`config.mk`:
```
export PLATFORM = sky130hd
export DESIGN_NAME = encoder_seq
export DESIGN_NICKNAME = d
export VERILOG_FILES = /design/src/rtl/encoder_seq.sv
export SDC_FILE = /design/constraint.sdc
export NUM_CORES = 1
export LEC_CHECK = 0
export CAP_MARGIN = 20
export CORE_AREA = 2 2 41 61
export DETAILED_ROUTE_END_ITERATION = 6
export DIE_AREA = 0 0 43 63
export HOLD_SLACK_MARGIN = 0.05
export PLACE_DENSITY = 0.74
export SYNTH_ARGS = -nofsm -noshare
export SYNTH_HDL_FRONTEND = slang
export SYNTH_SLANG_ARGS = --single-unit
export TNS_END_PERCENT = 30
```
`constraint.sdc`:
```
create_clock -name Clk -period 4.5 [get_ports Clk]
set_clock_uncertainty 0.2 [all_clocks]
set_input_delay 1.35 -clock Clk [delete_from_list [all_inputs] [get_ports Clk]]
set_output_delay 1.35 -clock Clk [all_outputs]
set_load 0.01 [all_outputs]
```
`src/rtl/encoder_seq.sv`:
```
// encoder_seq: accepts an 8-bit request vector and emits the index of every set
// bit, one per transfer, lowest-first or highest-first, over a valid/ready pair.
module encoder_seq #(
    parameter int LOW_FIRST = 1
) (
    input  logic       Clk,
    input  logic       Reset,
    input  logic       In_Valid,
    output logic       In_Ready,
    input  logic [7:0] D,
    output logic       Out_Valid,
    input  logic       Out_Ready,
    output logic [2:0] Y,
    output logic       Last,
    output logic [3:0] Remaining,
    output logic       Empty
);

    typedef enum logic {
        IDLE = 1'b0,
        EMIT = 1'b1
    } state_t;

    state_t      state_q, state_d;
    logic [7:0]  pending_q, pending_d;
    logic        in_ready_q, in_ready_d;
    logic        out_valid_q, out_valid_d;
    logic [2:0]  y_q, y_d;
    logic        last_q, last_d;
    logic [3:0]  remaining_q, remaining_d;
    logic        empty_q, empty_d;

    // Index of the next bit to emit: lowest set bit or highest set bit.
    function automatic logic [2:0] select_index(input logic [7:0] vec);
        logic [2:0] idx;
        idx = 3'd0;
        if (LOW_FIRST != 0) begin
            for (int i = 7; i >= 0; i--) begin
                if (vec[i]) idx = 3'(i);
            end
        end else begin
            for (int i = 0; i < 8; i++) begin
                if (vec[i]) idx = 3'(i);
            end
        end
        return idx;
    endfunction

    // Number of set bits, 0..8.
    function automatic logic [3:0] popcount8(input logic [7:0] vec);
        logic [3:0] cnt;
        cnt = 4'd0;
        for (int i = 0; i < 8; i++) begin
            cnt = cnt + {3'd0, vec[i]};
        end
        return cnt;
    endfunction

    // Next-state logic; all outputs are precomputed from the next pending
    // vector so that they come straight out of flops.
    always_comb begin
        state_d   = state_q;
        pending_d = pending_q;
        empty_d   = 1'b0;

        case (state_q)
            IDLE: begin
                if (In_Valid && in_ready_q) begin
                    pending_d = D;
                    if (D != 8'd0) begin
                        state_d = EMIT;
                    end else begin
                        empty_d = 1'b1;
                    end
                end
            end
            EMIT: begin
                if (Out_Ready) begin
                    pending_d = pending_q & ~(8'b0000_0001 << y_q);
                    if (last_q) begin
                        pending_d = 8'd0;
                        state_d   = IDLE;
                    end
                end
            end
            default: begin
                state_d   = IDLE;
                pending_d = 8'd0;
            end
        endcase

        in_ready_d  = (state_d == IDLE);
        out_valid_d = (state_d == EMIT);
        y_d         = select_index(pending_d);
        remaining_d = popcount8(pending_d);
        last_d      = (state_d == EMIT) && (remaining_d == 4'd1);
    end

    // State and registered outputs; reset clears everything at once.
    always_ff @(posedge Clk or posedge Reset) begin
        if (Reset) begin
            state_q     <= IDLE;
            pending_q   <= 8'd0;
            in_ready_q  <= 1'b0;
            out_valid_q <= 1'b0;
            y_q         <= 3'd0;
            last_q      <= 1'b0;
            remaining_q <= 4'd0;
            empty_q     <= 1'b0;
        end else begin
            state_q     <= state_d;
            pending_q   <= pending_d;
            in_ready_q  <= in_ready_d;
            out_valid_q <= out_valid_d;
            y_q         <= y_d;
            last_q      <= last_d;
            remaining_q <= remaining_d;
            empty_q     <= empty_d;
        end
    end

    assign In_Ready  = in_ready_q;
    assign Out_Valid = out_valid_q;
    assign Y         = y_q;
    assign Last      = last_q;
    assign Remaining = remaining_q;
    assign Empty     = empty_q;

endmodule

```
======== Word level (Yosys, flattened, before mapping) ========
Index checks and enable logic that the tools add are counted.
storage, ports and cells
  bits in registers ....................... 19
  word-level logic and storage cells ...... 43
cells by class
  add/sub/neg operators ................... 7
  equality and inequality tests ........... 1
  shift-type cells ........................ 1
  mux-type cells .......................... 20
  bitwise logic cells ..................... 4
  reductions and logical operators ........ 3
operators by type and width
  cell                 number
  $mux 3               8
  $mux 8               3
  $add 4x1->4          4
  $pmux 8 s2           1
  $and 8x8->8          1
  $not 8->8            1
  $reduce_bool 8->1    1
  $shl 1x3->8 const A  1
  $mux 1               7
  $add 3x1->4          1
  $eq 4x1->1 const B   1
  $add 2x1->3          1
  $add 1x1->2          1
  $logic_and 1x1->1    2
  $not 1->1            2
  $pmux 1 s2           1

======== Logic depth before layout (Yosys ltp) ========
  depth in word-level cells ............... 15
  gate-level depth with buffers ........... 13

======== Worst setup path after synthesis ========
Ideal clock, no wire load.
  path kind ............................... input-to-reg
  start ................................... in In_Valid
  end ..................................... reg last_q, in the netlist Last
  setup time .............................. 101 ps
  arrival time ............................ 4416 ps
  data required time ...................... 4199 ps
  slack ................................... -217 ps
  cell stages on the path ................. 12
  buffers on the path ..................... 1
  cells stage by stage .................... nand3b_1 -> buf_4 -> mux2i_1 -> nor2_1 -> fa_1 -> fa_1 -> fa_1 -> ha_1 -> inv_1 -> fa_1 -> xnor2_1 -> nor4_1
between the ends
  cells in the longest elaborated chain, start to end .. 12
  elaborated cells on any way between the ends .. 14
RTL lines
  item                      line  RTL
  start, declared           8     input logic In_Valid,
  $logic_and 1x1->1         68    if (In_Valid && in_ready_q) begin
  $mux 8                    68
  $pmux 8 s2                66    case (state_q)
  named net pending_d[0]    25    logic [7:0] pending_q, pending_d;
  $add 1x1->2               54    cnt = cnt + {3'd0, vec[i]};
  $add 2x1->3               54
  $add 3x1->4               54
  $add 4x1->4 (4 in a row)  54
  named net remaining_d[2]  30    logic [3:0] remaining_q, remaining_d;
  $eq 4x1->1                96    last_d = (state_d == EMIT) && (remaining_d == 4'd1);
  $logic_and 1x1->1         96
  named net last_d          29    logic last_q, last_d;
  end signal, assigned      116   last_q <= last_d;
  end, declared             29
The timed path passes the listed nets, and every way through them passes these cells.

======== Worst setup path after layout ========
  start ................................... in In_Valid
  end ..................................... reg last_q, in the netlist Last
between the ends
  elaborated cells on any way between the ends .. 14
RTL lines
  item                      line
  $logic_and 1x1->1         68
  $mux 8                    68
  $pmux 8 s2                66
  named net pending_d[3]    25
  $add 3x1->4               54
  $add 4x1->4 (4 in a row)  54
  named net remaining_d[2]  30
  $eq 4x1->1                96
  $logic_and 1x1->1         96
  named net last_d          29
The timed path passes the listed nets, and every way through them passes these cells.

==> out/metrics.yaml <==
setup_viol: 0
path_class: "input pin to register"
grt_setup_unrepaired: "true"
antenna_found_initial: 0
power.total_mw: 1.61
cp-end-kind: "register"
slew_viol_final: 0
yosysSeqAreaShare_pct: 47.9
rows: 21
drive_gt1_share_pct: 39.5
synthCells: 93
cp_max_fo: 6
cts_tree: "done"
final_nets: 177
clk_pin_slew_worst_paths_ps: 110
tns_ps: 0
ys_ff_latch: 19
outcome: "completed"
place_congestion: 0.815
start_util_pct: 45.0
final_cells: 180
die_y_um: 63
finalCritPeriodShare_pct: 98.5
cp.required_ps: 4530
die_w_um: 43
drt-vias-per-instance: 5.44
dp_cells: 151
cts_buffer_depth: 2
wire_per_inst_um: 15.9
tightest_slew_ps: 730
area_growth_pct: 63.7
power_frac_comb_pct: 75.5
hpwl_mm: 1.86
synth_fp_nets: 112
overflow: 0
cts_sinks: 19
routed-via-count: 980
yosysWarnings: 0
ir_drop_mv: 0.871
sequentialPowerShare_pct: 18.7
dieArea_um2: 2710
cts_buffers: 3
drtIter0Drc: 33
track_usage_pct: 24.2
cp.arrival_ps: 4460
finalHoldViolCount: 0
clk_latency_ps: 320
port_buffers: 22
switchingPower_mw: 0.614
grt_max_degree: 20
p_sw_share_pct: 38.2
firstDrtPassIters: 4
grt_pass1_wl_mm: 4.72
syn_area_per_cell_um2: 10.7
drc: 0
hold_path_class: "register to register"
cts_max_level: 1
intPower_mw: 0.994
crit_path_start_kind: "input pin"
powerDensity_nw_per_um2: 989
fmax_ghz: 0.226
hold_buffers: 0
p_leak_nw: 0.794
slew_headroom_pct: 51.3
ys_types: 27
num_antenna_cells: 0
final.min_clock_period_ps: 4430
routed_wl_mm: 2.86
clkPwrFrac_pct: 5.8
pin_count: 23
grt_pass1_vias: 985
netlist_area_um2: 993
coreArea_um2: 2210
postRouteAntennaNets: 0
root_buffer: "clkbuf_4"
max-cap-violations: 0
layout by cell type, fill, tap and decap left out, types with 2 or more instances in the layout:
cell type / count
buf_4: 35
dfrtp_1: 19
clkdlybuf4s50_1: 17
a21oi_1: 10
inv_1: 7
mux2i_1: 6
nor2_1: 6
buf_6: 5
nand3b_1: 4
nor4_1: 4
nor2_2: 3
nand2_1: 3
fa_1: 3
clkbuf_4: 3
dlygate4sd2_1: 3
a21oi_2: 2
inv_2: 2
or3b_1: 2
o22ai_1: 2
nor3_1: 2
ha_1: 2
metal layers:
layer  share of wire (%)  global-route usage (%)  up-vias
met1                  35                    25.7      471
met2                  57                    44.5       33
met4                 4.2                    14.0        0
li1                    -                       -      461
met5                   0                       0        -
met3                 4.3                    2.02       15
per-stage QoR:
| step | instance area, um2 | worst slack, ps | util, % | hold WS, ps |
|---|---|---|---|---|
| after floorplan | 1010 | -169 | - | 350 |
| after global placement | 1360 | -628 | 61.5 | 333 |
| after detailed placement | 1360 | -711 | 61.5 | 345 |
| after CTS | 1600 | -75.7 | 72.6 | 379 |
| after global routing | 1630 | -56.7 | 73.7 | 420 |
| final | 1630 | 68.8 | 73.7 | 379 |
final cells by class:
| class | instances | area, um2 |
|---|---|---|
| Multi-Input combinational cell | 64 | 538 |
| Inverter | 9 | 33.8 |
| Fill cell | 156 | 581 |
| Timing Repair Buffer | 61 | 520 |
| Sequential cell | 19 | 475 |
| Tap cell | 23 | 28.8 |
| Clock inverter | 1 | 7.51 |
| Clock buffer | 3 | 22.5 |
sequential cells by signal (all words and copies together) (netlist names):
signal and cells:
pending_q 8, Y 3, In_Ready 1, Out_Valid 1, Empty 1, Remaining 4
Last 1
cells in the mapped netlist (all sizes together):
library cell | number | area [um2]
a211oi | 1 | 7.51
a21oi | 12 | 63.8
buf | 1 | 7.51
dfrtp | 19 | 475
fa | 4 | 80.1
ha | 3 | 37.5
inv | 9 | 33.8
mux2i | 7 | 70.1
nand2 | 4 | 15.0
nand2b | 1 | 6.26
nand3 | 1 | 5.00
nand3b | 4 | 30.0
nor2 | 9 | 36.3
nor2b | 1 | 6.26
nor3 | 2 | 10.0
nor4 | 4 | 25.0
o21ai | 1 | 5.00
o221ai | 1 | 8.76
o22ai | 2 | 12.5
o32ai | 1 | 8.76
or2 | 1 | 6.26
or3 | 1 | 7.51
or3b | 3 | 26.3
xnor2 | 1 | 8.76
timing repair:
action                                  in CTS  in global routing
endpoints found under the setup margin       3                  4
gates resized for setup                     17                  7
cloned                                       0                  0
setup buffers                               25                  1
pin swaps                                   10                  8
power by group through the flow:
stage	Clock (mW)	Sequential (mW)	Combinational, mW
CTS	0.0929	0.299	1.13
detailed placement	0	0.303	0.834
global placement	0	0.297	0.815
global route	0.0989	0.311	1.35
floorplan	0	0.310	0.478
finish	0.0926	0.301	1.21
critical path, stage by stage:
cell and delay, ps:
buf_6 90, nand3b_1 90, buf_6 160, mux2i_1 220, nor2_2 70, fa_1 570, fa_1 440, fa_1 510
ha_2 190, inv_2 40, fa_2 340, xnor2_2 140, nor4_1 260
final timing paths:
path / startpoint / to / slack, ps / cells past startpoint
max: In_Valid / Last / 70 / 13
min: Out_Valid / In_Ready / 380 / 1
max reg2reg: Y[2] / Last / 510 / 11
min reg2reg: Out_Valid / In_Ready / 380 / 1
max in group asynchronous: Reset / pending_q[3] / 2380 / 2
min in group asynchronous: Reset / Remaining[0] / 1270 / 2
cell families (layout without fill, tap and decap cells):
kind of cell    after synthesis  count (layout)  share of synthesized area (%)
buf+inv                      10              74                           4.16
xor+xnor                      1               1                          0.882
compound gates               18              18                           10.7
flops                        19              19                           47.9
mux                           7               7                           7.05
fa+ha+maj                     7               7                           11.8
simple gates                 31              31                           17.5
Note: power is estimated with default switching activity, not from simulation.
